[config.mk]
export PLATFORM = sky130hd
export DESIGN_NAME = async_fifo_reader
export DESIGN_NICKNAME = d
export VERILOG_FILES = /design/src/rtl/async_fifo_reader_pkg.sv /design/src/rtl/async_fifo_reader_buf.sv /design/src/rtl/async_fifo_reader.sv
export SDC_FILE = /design/constraint.sdc
export NUM_CORES = 1
export LEC_CHECK = 0
export CORE_MARGIN = 8
export CORE_UTILIZATION = 38
export CTS_CLUSTER_DIAMETER = 30
export DETAILED_ROUTE_END_ITERATION = 10
export PLACE_DENSITY = 0.8
export RECOVER_POWER = 50
export SKIP_LAST_GASP = 1
export SLEW_MARGIN = 5
export SYNTH_ARGS = -nofsm -noshare
export SYNTH_HDL_FRONTEND = slang
export SYNTH_SLANG_ARGS = --single-unit
[constraint.sdc]
create_clock -name rclk -period 2.7 [get_ports rclk]
set_input_delay 0.405 -clock rclk [delete_from_list [all_inputs] [get_ports rclk]]
set_output_delay 0.405 -clock rclk [all_outputs]
set_load 0.05 [all_outputs]
[src/rtl/async_fifo_reader_pkg.sv]
// Shared types for the async_fifo read-side consumer.
package async_fifo_reader_pkg;
  localparam int RD_BUF_DEPTH = 2;

  typedef logic [1:0] occ_t;

  typedef enum logic [1:0] {
    EMPTY = 2'd0,
    ONE   = 2'd1,
    TWO   = 2'd2,
    FLUSH = 2'd3
  } rd_state_e;
endpackage

[src/rtl/async_fifo_reader_buf.sv]
// Two-entry registered FIFO-ordered skid buffer between the FIFO head and the stream.
module async_fifo_reader_buf
  import async_fifo_reader_pkg::*;
#(
  parameter int DSIZE = 8
) (
  input  logic             rclk,
  input  logic             rrst,
  input  logic             push,
  input  logic [DSIZE-1:0] push_data,
  input  logic             pop,
  input  logic             clear,
  output logic [DSIZE-1:0] head,
  output occ_t             occ
);
  logic [RD_BUF_DEPTH-1:0][DSIZE-1:0] r_mem;
  occ_t                               r_occ;
  logic                               w_wr_idx;

  // Tail slot after any same-edge pop; a push into ONE with a pop lands in slot 0.
  assign w_wr_idx = r_occ[0] & ~pop;

  always_ff @(posedge rclk or posedge rrst) begin
    if (rrst) begin
      r_mem <= '0;
      r_occ <= '0;
    end else if (clear) begin
      r_occ <= '0;
    end else begin
      if (pop)  r_mem[0]        <= r_mem[1];
      if (push) r_mem[w_wr_idx] <= push_data;
      r_occ <= r_occ + occ_t'(push) - occ_t'(pop);
    end
  end

  assign head = r_mem[0];
  assign occ  = r_occ;
endmodule

[src/rtl/async_fifo_reader.sv]
// Fall-through async_fifo read consumer: registered valid/ready stream, flush drain, stats.
// Counters exist only when ASYNC_FIFO_READER_STATS_EN is defined; otherwise tied to 0.
module async_fifo_reader
  import async_fifo_reader_pkg::*;
#(
  parameter int DSIZE = 8,
  parameter int CNT_W = 32
) (
  input  logic             rclk,
  input  logic             rrst,
  input  logic [DSIZE-1:0] rdata,
  input  logic             rempty,
  output logic             rinc,
  output logic [DSIZE-1:0] out_data,
  output logic             out_valid,
  input  logic             out_ready,
  input  logic             flush,
  output logic             flush_busy,
  output logic [CNT_W-1:0] delivered_cnt,
  output logic [CNT_W-1:0] dropped_cnt
);
  rd_state_e r_state, w_state_nxt;
  logic      w_push, w_xfer;
  occ_t      w_occ, w_occ_nxt;

  // Pop decision never depends on out_ready: the buffer absorbs one cycle of ready latency.
  assign rinc       = !rrst && !rempty && (r_state != TWO);
  assign w_push     = rinc && (r_state != FLUSH);
  assign out_valid  = (r_state == ONE) || (r_state == TWO);
  assign w_xfer     = out_valid && out_ready;
  assign flush_busy = (r_state == FLUSH);
  assign w_occ_nxt  = w_occ + occ_t'(w_push) - occ_t'(w_xfer);

  async_fifo_reader_buf #(.DSIZE(DSIZE)) u_buf (
    .rclk     (rclk),
    .rrst     (rrst),
    .push     (w_push),
    .push_data(rdata),
    .pop      (w_xfer),
    .clear    (flush),
    .head     (out_data),
    .occ      (w_occ)
  );

  always_ff @(posedge rclk or posedge rrst) begin
    if (rrst) r_state <= EMPTY;
    else      r_state <= w_state_nxt;
  end

  always_comb begin
    w_state_nxt = r_state;
    if (flush) begin
      w_state_nxt = FLUSH;
    end else if (r_state == FLUSH) begin
      if (rempty) w_state_nxt = EMPTY;
    end else begin
      case (w_occ_nxt)
        2'd0:    w_state_nxt = EMPTY;
        2'd1:    w_state_nxt = ONE;
        default: w_state_nxt = TWO;
      endcase
    end
  end

`ifdef ASYNC_FIFO_READER_STATS_EN
  logic [CNT_W-1:0] r_deliv, r_drop;
  logic [1:0]       w_drop_add;

  function automatic logic [CNT_W-1:0] sat_add(input logic [CNT_W-1:0] a, input logic [1:0] b);
    logic [CNT_W:0] s;
    s = {1'b0, a} + (CNT_W+1)'(b);
    return s[CNT_W] ? '1 : s[CNT_W-1:0];
  endfunction

  // On the flush edge the surviving occupancy (after any transfer, plus any push) is dropped.
  always_comb begin
    w_drop_add = '0;
    if (r_state == FLUSH) w_drop_add = {1'b0, rinc};
    else if (flush)       w_drop_add = w_occ_nxt;
  end

  always_ff @(posedge rclk or posedge rrst) begin
    if (rrst) begin
      r_deliv <= '0;
      r_drop  <= '0;
    end else begin
      r_deliv <= sat_add(r_deliv, {1'b0, w_xfer});
      r_drop  <= sat_add(r_drop, w_drop_add);
    end
  end

  assign delivered_cnt = r_deliv;
  assign dropped_cnt   = r_drop;
`else
  assign delivered_cnt = '0;
  assign dropped_cnt   = '0;
`endif
endmodule

## Word-level counts from Yosys, hierarchy flattened

Index checks and enable logic that the tools add are counted.

- Bits in registers: 20
- Output and inout port bits: 75
- Word-level logic and storage cells: 39

- $add $sub $neg: 2
- Order comparisons: 2
- Eq/ne operators: 7
- Multiplexer cells: 11
- Bitwise operators: 3
- Reductions and logical operators: 10

Operator list:

| operator | count |
|---|---|
| $mux 8 | 4 |
| $bwmux 16 | 1 |
| $demux 8 s1 | 1 |
| $mux 2 | 4 |
| $logic_and 1x1->1 | 5 |
| $eq 2x1->1 const B | 2 |
| $eq 2x2->1 const B | 2 |
| $ne 2x2->1 const B | 2 |
| $pmux 2 s2 | 1 |
| $ne 3x3->1 const B | 1 |
| $add 2x1->2 | 1 |
| $logic_not 1->1 | 2 |
| $logic_not 2->1 | 1 |
| $lt 1x2->1 const B | 1 |
| $not 1->1 | 2 |
| $reduce_and 2->1 | 1 |
| $sub 2x1->2 | 1 |
| $and 1x1->1 | 1 |
| $ge 1x1->1 const B | 1 |
| $logic_or 1x1->1 | 1 |

## Logic depth before layout (Yosys ltp)

- Word-level depth: 11
- Depth in mapped cells: 10

## Cells and area by module

Synthesis repeated with hierarchy kept, for this count alone.

- Cell total of the unflattened synthesis: 164
- Area, all modules: 1652.8 µm²

By module, submodules not included:

| module | times used | cells each | area an instance (µm²) | seq. area each (µm²) |
|---|---|---|---|---|
| async_fifo_reader_buf | 1 | 78 | 970.9 | 450.4 |
| async_fifo_reader | 1 | 86 | 681.9 | 50.0 |

## Least setup slack after synthesis

OpenSTA, ideal clock, no wires.

- Path kind: register to register
- Start point: register r_state[0]
- End point: register r_state[0]
- Setup time: 0.155 ns
- Arrival: 2.149 ns
- Required time: 2.545 ns
- Path slack: 0.397 ns
- Cell stages (with the launch flop): 10
- Clock period less this slack: 2.303 ns
- Cells stage by stage: dfrtp_1 -> ha_1 -> nor4_4 -> inv_2 -> ha_1 -> inv_1 -> ha_1 -> xnor3_1 -> nand2_1 -> o21ai_0

- Elaborated cells on any way between the ends: 17
- Those cells by class: add/sub: 2; eq/ne: 7; mux: 3; reduce/logical: 5

RTL lines:

| element | RTL line | text |
|---|---|---|
| start: declaration | async_fifo_reader.sv:22 | `rd_state_e r_state, w_state_nxt;` |
| start signal: assignment | async_fifo_reader.sv:47 | `else r_state <= w_state_nxt;` |
| $eq 2x2->1 (*) | -- |  |
| named net flush_busy | async_fifo_reader.sv:18 | `output logic flush_busy,` |
| $mux 2 | async_fifo_reader.sv:54 | `end else if (r_state == FLUSH) begin` |
| $mux 2 | async_fifo_reader.sv:52 | `if (flush) begin` |

The timed path passes the listed nets; every way through them passes the cells marked *.
A chain may end at the register's enable or synchronous reset.

## Worst setup path in the final report

- Start point: register r_state[0]
- End point: output out_valid

- Word-level cells in the longest chain between the ends: 2
- Elaborated cells on any way between the ends: 3
- Those cells by class: eq/ne: 2; reduce/logical: 1

RTL lines:

| element | RTL line | text |
|---|---|---|
| $eq 2x1->1 / $eq 2x2->1 (equally long branches) | async_fifo_reader.sv:29 | `assign out_valid = (r_state == ONE) \|\| (r_state == TWO);` |
| $logic_or 1x1->1 (*) | async_fifo_reader.sv:29 |  |
| end: declaration | async_fifo_reader.sv:15 | `output logic out_valid,` |

Mark *: on every way between the ends. The rest lies on a longest branch, timed or not.

==> flow_summary.ini <==
[yosys]
synth_edf_count = 0
synth_top_family_by_area = buffers and inverters
synthAdderAreaFrac = 0.0328
synth_cells = 162
synthMuxAreaShare = 0.0525
synth_xor_area_frac = 0.0148
yosysWarnings = 0
async_flop_share = 1.00
synth-compound-area-share = 0.0903
ys_seq_area_frac = 0.328
synthSimpleGateAreaFrac = 0.0419
netlist_area_mm2 = 0.00152
yosysUniqueCellTypes = 22
syn_area_per_cell_um2 = 9.41
synth_ff_type = dfrtp_1
ys_ff_latch = 20

[drt]
drt_iter0_drc = 45
dr.pass1.iters = 5
route.detailed.drc = 0
via_per_inst = 3.80
drt-total-wl_mm = 2.70
dr_total_vias = 870
post_drt_wl_per_cell_um = 11.8
postRouteAntennaNets = 0

[worst_setup_path]
worstPathRequired_ns = 2.30
worstSetupPathType = reg -> out
reg2reg_depth = 5
cp_max_fo = 3
startpoint_type = register
worstReg2RegEnd = u_buf.head[4]
r2r_start = r_state[0]
end_kind = output port
rrSetupSlack_ns = 0.48
arrival_ns = 1.83

[global_routing]
grt_pass1_wl_mm = 4.25
overflow = 0
grt_max_degree = 21
grt_pass1_vias = 954
grt_antenna_before_repair = 0
grt_use_total = 0.0827

[clocking]
clk_pin_slew_ns = 0.07
cts_buffer_depth = 2
hold_buffers = 0
numCtsBuffers = 3
clk_latency_ns = 0.26
post_cts_buffers = 0
clock-sinks = 20
cts_tree = done
clock-root-buffer = clkbuf_8
cts_resized = 0
htree_levels = 1

[placement]
dp_hpwl_mm = 2.23
place_congestion = 0.713
placed_cell_area_mm2 = 0.00151
portBuffers = 23

[min_path]
worstHoldPathCells = 2
worstHoldEndpoint = u_buf.r_mem[12]
holdCritStartpoint = u_buf.r_mem[12]
hold_class = reg -> reg

[layout]
drive_gt1_frac = 0.0503
final_nets = 197
post-route-util = 0.400
diodes = 0
fill_cells = 399
area_growth_pct = 3.45
design_area_mm2 = 0.00158

[pwr]
ir_drop_v = 0.000518
powerDensity_mw_per_mm2 = 1180
p_leak_nw = 0.923

[sta]
maxSlewHeadroom = 0.297
tightest_slew_ns = 1.05
rsz0062_at_grt = no
hold_violations = 0
skew_ns = 0.00791
setup_viol = 0
drv_slew = 0
fmaxAchievable_ghz = 0.447
period_needed_ns = 2.24
period_share = 0.828
setup_tns_ns = 0

[floorplan]
initial_core_util = 0.387
die_height_um = 79.3
dieWidth_um = 79.3
boundaryPins = 88
core_mm2 = 0.00394
fp-row-count = 23
dieArea_mm2 = 0.00629

[run]
cap_viol_max_count = 0

[status]
status = complete, no violations
-- critical path, stage by stage (launching register included) --
cell and delay [ns]:
dfrtp_1 0.38, inv_1 0.05, ha_1 0.30, inv_1 0.05, clkdlybuf4s50_1 0.80
-- worst max path at each step --
stage | from | endpoint | slack (ns) | cells past startpoint
floorplan | r_state[0] | r_state[0] | 0.40 | 9
global placement | rempty | r_state[0] | 0.39 | 9
detailed placement | rempty | r_state[0] | 0.28 | 9
CTS | r_state[0] | out_valid | 0.43 | 4
global route | r_state[0] | u_buf.head[4] | 0.19 | 5
finish | r_state[0] | out_valid | 0.46 | 4
-- stage by stage --
step	instances	setup slack (ns)	hold slack (ns)	power, W
after floorplan	225	0.397	0.369	0.00147
after global placement	225	0.394	0.507	0.00156
after detailed placement	225	0.281	0.514	0.00159
after CTS	229	0.433	0.530	0.00189
after global routing	229	0.191	0.556	0.00200
final	229	0.464	0.529	0.00187
-- cell usage after synthesis (2+ instances only) --
cell type / instances / share of area
a222oi_1: 8 / 0.053
a31oi_1: 2 / 0.0082
buf_4: 72 / 0.35
dfrtp_1: 20 / 0.33
ha_1: 4 / 0.033
inv_1: 30 / 0.074
mux2i_1: 8 / 0.053
nor2_1: 2 / 0.0049
nor3_1: 2 / 0.0066
o21ai_0: 2 / 0.0066
-- sequential cells by signal, indices dropped and copies added (netlist names) --
name	cells
u_buf.r_mem	8
r_state	2
u_buf.head	8
u_buf.occ	2
-- layout make-up --
type,instances,area (um2),share of cell area
multi-input cells,100,594,0.377
flip-flops and latches,20,500,0.317
repair buffers,24,231,0.147
inverters,31,116,0.0738
well taps,50,62.6,0.0397
clock buffers,3,41.3,0.0262
clock inverters,1,30.0,0.0190
-- where the power goes --
part           switching [W]  leakage, nW  total [W]  internal [W]
clock network      0.0000995       0.0357   0.000297      0.000198
logic               0.000745        0.681    0.00108      0.000332
registers          0.0000623        0.206   0.000493      0.000431
total               0.000907        0.923    0.00187      0.000961
-- kinds of logic after synthesis --
logic type               count (synthesis)
other                                    1
XOR/XNOR                                 1
multiplexers                             8
flip-flops                              20
buffers and inverters                  105
adder cells (fa/ha/maj)                  4
AND/OR/NAND/NOR                          9
AO/OA/AOI/OAI                           14
-- metal layers --
layer / global-route usage / vias up / wire length [um]
li1: - / 410 / -
met1: 0.0876 / 413 / 1020
met4: 0.0278 / 0 / 0
met2: 0.146 / 47 / 1370
met5: 0 / - / 0
met3: 0.0316 / 0 / 312
-- layout by cell type, fill, tap and decap left out --
| cell type | count |
|---|---|
| nand2_1 | 1 |
| o21ai_0 | 2 |
| clkdlybuf4s50_1 | 21 |
| a2bb2oi_2 | 1 |
| dlygate4sd3_1 | 1 |
| mux2i_1 | 8 |
| nand2b_1 | 1 |
| conb_1 | 64 |
| inv_2 | 1 |
| xnor3_1 | 1 |
| a211oi_4 | 1 |
| clkbuf_1 | 1 |
| nand4b_1 | 1 |
| buf_4 | 1 |
| nor3_1 | 2 |
| dfrtp_1 | 20 |
| bufinv_16 | 1 |
| nor2_1 | 2 |
| inv_1 | 30 |
| ha_1 | 4 |
| nor4_4 | 1 |
| clkbuf_8 | 3 |
| a222oi_1 | 8 |
| nor2b_1 | 1 |
| a31oi_1 | 2 |
Power figures use the tool's default switching activity.
